--- src/rtl/bist_pkg.sv ---
// Shared BIST definitions: FSM encoding and default signature geometry.
// Keeps the pattern LFSR and response MISR on the same polynomial.
package bist_pkg;

    typedef logic [1:0] bist_state_t;

    localparam bist_state_t ST_IDLE    = 2'd0;
    localparam bist_state_t ST_COMPACT = 2'd1;
    localparam bist_state_t ST_COMPARE = 2'd2;
    localparam bist_state_t ST_DONE    = 2'd3;

    localparam int          SIG_W_DEF  = 21;
    localparam int          N_IN_DEF   = 3;
    localparam logic [20:0] POLY_DEF   = 21'h000005;
    localparam logic [20:0] GOLDEN_DEF = 21'h000000;

endpackage

--- src/rtl/bist_signature_analyzer_misr_core.sv ---
// Multiple-input signature register: shift with polynomial feedback,
// XOR in the parallel response bits at the low end.
module misr_core
    import bist_pkg::*;
#(
    parameter int               SIG_W = SIG_W_DEF,
    parameter int               N_IN  = N_IN_DEF,
    parameter logic [SIG_W-1:0] POLY  = POLY_DEF
) (
    input  logic             CLK,
    input  logic             RST,
    input  logic             clr,
    input  logic             en,
    input  logic [N_IN-1:0]  resp,
    output logic [SIG_W-1:0] sig
);

    logic [SIG_W-1:0] fb;
    logic [SIG_W-1:0] nxt;

    always_comb begin
        fb  = sig[SIG_W-1] ? POLY : '0;
        nxt = {sig[SIG_W-2:0], 1'b0} ^ fb ^ SIG_W'(resp);
    end

    always_ff @(posedge CLK or negedge RST) begin
        if (!RST) begin
            sig <= '0;
        end else if (clr) begin
            sig <= '0;
        end else if (en) begin
            sig <= nxt;
        end
    end

endmodule

--- src/rtl/bist_signature_analyzer.sv ---
// BIST response compactor with end-of-test signature compare and
// a held pass/fail verdict.
module bist_signature_analyzer
    import bist_pkg::*;
#(
    parameter int               SIG_W  = SIG_W_DEF,
    parameter int               N_IN   = N_IN_DEF,
    parameter logic [SIG_W-1:0] POLY   = POLY_DEF,
    parameter logic [SIG_W-1:0] GOLDEN = GOLDEN_DEF
) (
    input  logic             CLK,
    input  logic             RST,
    input  logic             start,
    input  logic             capture_en,
    input  logic [N_IN-1:0]  resp,
    input  logic             finish,
    output logic [SIG_W-1:0] hf,
    output logic             busy,
    output logic             done,
    output logic             pass_fail
);

    bist_state_t state;
    logic        verdict;
    logic        misr_en;

    // start always wins, so it both clears and blocks this cycle's capture
    assign misr_en = (state == ST_COMPACT) && capture_en && !start;

    misr_core #(
        .SIG_W (SIG_W),
        .N_IN  (N_IN),
        .POLY  (POLY)
    ) u_misr (
        .CLK  (CLK),
        .RST  (RST),
        .clr  (start),
        .en   (misr_en),
        .resp (resp),
        .sig  (hf)
    );

    always_ff @(posedge CLK or negedge RST) begin
        if (!RST) begin
            state   <= ST_IDLE;
            verdict <= 1'b0;
        end else if (start) begin
            state   <= ST_COMPACT;
            verdict <= 1'b0;
        end else begin
            unique case (state)
                ST_COMPACT: begin
                    if (finish) begin
                        state <= ST_COMPARE;
                    end
                end
                ST_COMPARE: begin
                    verdict <= (hf == GOLDEN);
                    state   <= ST_DONE;
                end
                default: begin
                end
            endcase
        end
    end

    assign busy      = (state == ST_COMPACT) || (state == ST_COMPARE);
    assign done      = (state == ST_DONE);
    assign pass_fail = verdict && done;

endmodule
--- config.mk ---
export PLATFORM = sky130hd
export DESIGN_NAME = bist_signature_analyzer
export DESIGN_NICKNAME = d
export VERILOG_FILES = /design/src/rtl/bist_pkg.sv /design/src/rtl/bist_signature_analyzer_misr_core.sv /design/src/rtl/bist_signature_analyzer.sv
export SDC_FILE = /design/constraint.sdc
export NUM_CORES = 1
export LEC_CHECK = 0
export CAP_MARGIN = 20
export CORE_MARGIN = 2
export CORE_UTILIZATION = 34
export CTS_CLUSTER_DIAMETER = 30
export CTS_CLUSTER_SIZE = 30
export DETAILED_ROUTE_END_ITERATION = 6
export DONT_BUFFER_PORTS = 1
export PLACE_DENSITY = 0.5
export SLEW_MARGIN = 30
export SYNTH_ARGS = -nofsm -noshare
export SYNTH_HDL_FRONTEND = slang
export SYNTH_SLANG_ARGS = --single-unit
--- constraint.sdc ---
create_clock -name CLK -period 2.1 [get_ports CLK]
set_input_delay 0.42 -clock CLK [delete_from_list [all_inputs] [get_ports CLK]]
set_output_delay 0.42 -clock CLK [all_outputs]
set_load 0.05 [all_outputs]
==> results of run 1 <==
==> sequential cells by signal, indices dropped and copies added (netlist names) <==
name,flops
u_misr.sig,21
state,2
verdict,1
==> per-layer routing <==
metal  vias up  wire (um)  global-route usage
met4         0         16              0.0584
met3         2        194              0.0568
met1       327        980               0.177
met5         -          0                   0
li1        307          -                   -
met2        21        935               0.187
==> layout by cell type, fill, tap and decap left out <==
master,count
a21oi_1,1
a21oi_2,1
a22o_1,21
a31oi_1,1
and2_1,1
buf_12,1
buf_4,2
bufinv_16,1
clkbuf_4,3
dfrtp_1,24
dlygate4sd3_1,1
ha_1,3
inv_1,3
nand2_1,3
nand2_2,1
nand2b_1,2
nand4_1,1
nor2_1,2
nor2_4,1
nor3b_1,1
nor4_1,5
o21ai_1,1
o21bai_1,1
xnor2_1,2
xor2_1,2
==> final cells by class <==
type	count	area, um2
fill	285	1840
sequential	24	601
multi-input combinational	50	389
timing repair buffer	4	45.0
tap	33	41.3
clock inverter	1	30.0
clock buffer	3	22.5
inverter	3	11.3
==> cells by family after synthesis <==
group / count (synthesis) / synth area share
and+or+nand+nor: 17 / 0.0961
buffers and inverters: 7 / 0.0504
DFF: 24 / 0.576
AOI/OAI and AO/OA: 26 / 0.208
adders and majority gates: 3 / 0.0360
xor gates and xnor gates: 4 / 0.0336
==> report_power, final <==
group          leakage [nW]  switching (mW)  internal, mW  total (mW)
Clock                0.0279           0.136         0.193       0.329
Combinational         0.190          0.0827        0.0373       0.120
Sequential            0.329          0.0361         0.473       0.509
==> final timing paths <==
path,end,slack (ns),cells after the start,startpoint
setup reg to reg,u_misr.sig[1],0.27,3,state[0]
min in group asynchronous,u_misr.sig[12],0.51,2,RST
hold reg to reg,verdict,0.54,2,verdict
max in group asynchronous,u_misr.sig[2],1.44,2,RST
setup / recovery,busy,0.27,3,state[0]
hold / removal,state[1],0.15,1,start
==> impl_metrics.py, run 1 <==
metrics = {
    "run_status": {
        "outcome": "finished clean",
    },
    "synthesis": {
        "synth_top_area_cell": "dfrtp_1",
        "syn-num-nets": 92,
        "synth_area_um2": 1040,
        "synth_cell_types": 22,
        "synth_edf_count": 0,
        "ys_seq_elements": 24,
        "synth_most_common_cell": "dfrtp_1",
        "synthArstFlopShare": 1.00,
        "yosys.area.top_type_share": 0.576,
        "synthFlopType": "dfrtp_1",
        "ys_seq_area_frac": 0.576,
        "synthCells": 81,
        "yosys-top-cells-count": "dfrtp_1, a22o_1, nor4_1",
        "synthTopCellsByArea": "dfrtp_1, a22o_1, ha_1",
        "syn_avg_cell_area_um2": 12.9,
        "yosys_warnings": 0,
    },
    "sta": {
        "clock.fmax_ghz": 0.546,
        "fin_crit_ns": 1.83,
        "skew_ns": 0.00526,
        "finalSetupViolations": 0,
        "worst_slew_pin_slew_ns": 0.968,
        "slew_violations": 0,
        "max-slew-margin-rel": 0.354,
        "tns_ns": 0,
        "whs_ns": 0.153,
        "hold_violations": 0,
        "fin_ws_ns": 0.269,
        "min_period_over_period": 0.872,
        "rsz0062_at_grt": "false",
    },
    "clock_tree": {
        "cts_tree": "done",
        "hold_buffers": 2,
        "numCtsBuffers": 3,
        "postCtsSetupRepairBufs": 0,
        "clock_sinks": 24,
        "cts_buffer_depth": 2,
        "htreeDepth": 1,
        "cts_resized": 0,
        "cts.clk_slew.worst_paths_ns": 0.13,
        "clk_latency_ns": 0.31,
        "cts-root-buf": "clkbuf_4",
    },
    "routing": {
        "drcViolationCount": 0,
        "drt_iter0_drc": 26,
        "wl_per_cell_um": 18.0,
        "via_count": 657,
        "dr.pass1.iters": 4,
        "ant_nets": 0,
        "totalWireLength_mm": 2.13,
        "post_drt_via_cell_ratio": 5.57,
    },
    "floorplanning": {
        "num_rows": 20,
        "io_pins": 32,
        "start_util": 0.350,
        "core_um2": 2980,
        "die_y_um": 59.4,
        "dieArea_um2": 3520,
        "chipWidth_um": 59.4,
    },
    "place": {
        "dpl.hpwl_mm": 1.45,
        "post_dp_cell_area_um2": 1060,
        "pre_cts_slack_ns": 0.337,
        "io_buffers": 0,
        "gp_congestion": 0.687,
        "dp_cells": 112,
    },
    "setup_path": {
        "worst-path-max-fanout": 4,
        "required_ns": 1.68,
        "path_buf_inv": 2,
        "cp_common_cell": "inv_1",
        "cp_slowest_cell": "dfrtp_1",
        "crit_type": "flop to output pin",
        "cp-start-kind": "flop",
        "critPathArrivalTime_ns": 1.41,
        "cp_top_family": "flip-flops",
        "cp_slowest_stage_delay_ns": 0.43,
        "crit_chain": "inv_1 > ha_1 > inv_1",
        "cp-end-kind": "output pin",
    },
    "global_routing": {
        "grt_max_degree": 25,
        "antenna_found_initial": 0,
        "gr-total-overflow": 0,
        "first_global_vias": 626,
        "grt_pass1_wl_mm": 3.39,
        "track_usage": 0.133,
    },
    "pwr": {
        "ir_drop_uv": 349,
        "power.total_mw": 0.959,
        "power_leakage_nw": 0.547,
        "cellPowerDensity_nw_per_um2": 841,
    },
    "cells_and_area": {
        "final_net_count": 97,
        "final_area_um2": 1140,
        "drive_gt1_frac": 0.118,
        "fin_cells": 118,
        "fin_util": 0.383,
        "syn_to_final_growth_pct": 9.36,
        "antenna_cells": 0,
    },
    "worst_hold_path": {
        "hold_class": "input pin to flop",
    },
    "flow_run": {
        "drv_cap": 0,
    },
}
No activity file was read; power rests on OpenSTA's default activity.
==> run 2, diff against run 1 <==
--- a/config.mk
+++ b/config.mk
@@ -16,4 +16,5 @@
 export SLEW_MARGIN = 30
 export SYNTH_ARGS = -nofsm -noshare
 export SYNTH_HDL_FRONTEND = slang
+export SYNTH_HIERARCHICAL = 1
 export SYNTH_SLANG_ARGS = --single-unit
==> run 2 against run 1 <==
  * Clock power down 25%
  * Worst hold slack worse by 0.0057 ns
  * Flip-flop and latch count unchanged
  * Largest power group unchanged
  * Cell area is 10% higher
  * Non-clock buffer count is 2 higher
  * Combinational power is 7% higher
  * Clock-buffer cell count rose by 1
==> impl_metrics.py, run 2 <==
metrics = {
    "synthesis": {
        "synthCells": 101,
        "synthFlopType": "dfrtp_1",
        "synth_edf_count": 0,
        "yosys.area.top_type_share": 0.523,
        "syn_avg_cell_area_um2": 11.4,
        "yosys_warnings": 6,
        "ys_seq_area_frac": 0.523,
        "synth_area_um2": 1150,
        "synthArstFlopShare": 1.00,
        "synthTopCellsByArea": "dfrtp_1, mux2i_1, nor2_1",
        "yosys-top-cells-count": "dfrtp_1, nor2_1, mux2i_1, nand2_1",
        "syn-num-nets": 112,
        "ys_seq_elements": 24,
        "synth_top_area_cell": "dfrtp_1",
        "synth_cell_types": 24,
    },
    "routing": {
        "drcViolationCount": 0,
        "wl_per_cell_um": 15.0,
        "dr.pass1.iters": 4,
        "ant_nets": 0,
        "totalWireLength_mm": 2.28,
        "post_drt_via_cell_ratio": 4.78,
        "via_count": 726,
        "drt_iter0_drc": 56,
    },
    "cells_and_area": {
        "antenna_cells": 0,
        "final_common_cell": "dfrtp_1",
        "syn_to_final_growth_pct": 9.60,
        "drive_gt1_frac": 0.113,
        "largest_reg_flops": 21,
        "reg_top3": "u_misr/sig: 21 flops, state: 2 flops, verdict: 1 flops",
        "final_net_count": 118,
        "fin_cells": 152,
        "most-common-layout-cells": "dfrtp_1, nor2_1, mux2i_1",
        "top_register": "u_misr/sig",
    },
    "floorplanning": {
        "io_pins": 32,
        "die_y_um": 62.1,
        "num_rows": 21,
        "dieArea_um2": 3860,
        "start_util": 0.349,
        "chipWidth_um": 62.1,
        "core_um2": 3280,
    },
    "sta": {
        "finalSetupViolations": 0,
        "min_period_over_period": 0.873,
        "rsz0062_at_grt": "false",
        "fin_crit_ns": 1.83,
        "hold_violations": 0,
        "skew_ns": 0.00256,
        "max-slew-margin-rel": 0.580,
        "clock.fmax_ghz": 0.546,
        "worst_slew_pin_slew_ns": 0.629,
        "tns_ns": 0,
        "slew_violations": 0,
        "fin_ws_ns": 0.267,
    },
    "clock_tree": {
        "cts_tree": "done",
        "htreeDepth": 1,
        "cts.clk_slew.worst_paths_ns": 0.13,
        "numCtsBuffers": 3,
        "cts-root-buf": "clkbuf_4",
        "clk_latency_ns": 0.31,
        "cts_buffer_depth": 2,
        "clock_sinks": 24,
    },
    "setup_path": {
        "crit_chain": "inv_1 > ha_1 > inv_1",
        "cp_slowest_stage_delay_ns": 0.43,
        "required_ns": 1.68,
        "cp_slowest_cell": "dfrtp_1",
        "critPathArrivalTime_ns": 1.41,
        "path_buf_inv": 2,
        "cp_common_cell": "inv_1",
        "crit_type": "flop to output pin",
        "cp-start-kind": "flop",
        "worst-path-max-fanout": 4,
        "cp_top_family": "flip-flops",
        "cp-end-kind": "output pin",
    },
    "pwr": {
        "power_leakage_nw": 0.567,
        "cellPowerDensity_nw_per_um2": 690,
        "power.total_mw": 0.868,
        "ir_drop_uv": 198,
    },
    "global_routing": {
        "grt_pass1_wl_mm": 3.79,
        "antenna_found_initial": 0,
        "track_usage": 0.134,
        "grt_max_degree": 27,
        "gr-total-overflow": 0,
        "first_global_vias": 761,
    },
    "place": {
        "gp_congestion": 0.642,
        "dpl.hpwl_mm": 1.55,
        "io_buffers": 0,
        "pre_cts_slack_ns": 0.543,
        "dp_cells": 146,
    },
    "run_status": {
        "outcome": "finished clean",
    },
    "worst_hold_path": {
        "hold_class": "input pin to flop",
    },
    "flow_run": {
        "drv_cap": 0,
    },
}
[run 2: changes by cell type after synthesis, sizes merged, moves of 2 or more]
cell / previous run / this run
a22o: 21 / 0
nor2: 3 / 24
mux2i: 0 / 19
a211oi: 0 / 2
clkbuf: 0 / 2
xor2: 2 / 0
[run 2: cells by family after synthesis]
kind of cell	share of synthesized area
compound gates	0.0338
xor+xnor	0.0360
mux	0.166
simple gates	0.158
flops	0.523
fa+ha+maj	0.0327
buf+inv	0.0502
[run 2: power by group]
part / internal [mW] / total, mW / switching, mW
Combinational: 0.0477 / 0.128 / 0.0805
Clock: 0.106 / 0.247 / 0.141
Sequential: 0.472 / 0.492 / 0.0206
Total: 0.625 / 0.868 / 0.242
[run 2: worst register-to-register path, stage by stage (launching register included)]
cell and delay (ns):
dfrtp_1 0.42, inv_1 0.08, ha_1 0.20, nand2_1 0.08
nor2_2 0.07, buf_4 0.33, mux2i_1 0.26, nor2_1 0.06
[run 2: metrics by stage]
stage	instance area, um2	utilization	hold WS, ns
5_1_grt	1260	0.383	0.122
2_1_floorplan	1150	-	0.124
6_report	1260	0.383	0.148
4_1_cts	1260	0.383	0.133
3_3_place_gp	1190	0.363	0.125
3_5_place_dp	1190	0.363	0.125
[run 2: layer usage]
layer  vias to the layer above  wire [um]  global-route usage
met5                         -          0                   0
met4                         0         29              0.0608
met3                         4        223              0.0435
met2                        24        973               0.189
met1                       345       1060               0.187
li1                        353          -                   -
[run 2: repair_timing]
item                                   4_1_cts  5_1_grt
setup endpoints to repair                    0        0
gates resized for setup                      0        0
hold buffers                                 2        0
buffers inserted                             0        0
endpoints found under the hold margin       24        0
[run 2: layout make-up]
class | count | area, um2
clock buffers | 4 | 36.3
fillers | 341 | 2030
inverters | 3 | 11.3
multi-input cells | 69 | 492
flip-flops and latches | 24 | 601
well taps | 46 | 57.6
repair buffers | 6 | 60.1
[run 2: worst paths after layout]
kind	startpoint	to	slack, ns	cells after the start
worst max-delay path	state[0]	busy	0.27	3
worst min-delay path	start	u_misr/sig[17]	0.15	1
worst max register to register	state[1]	u_misr/sig[12]	0.51	7
worst min register to register	verdict	verdict	0.52	2
max in group asynchronous	RST	u_misr/sig[3]	1.44	2
min in group asynchronous	RST	u_misr/sig[20]	0.52	2
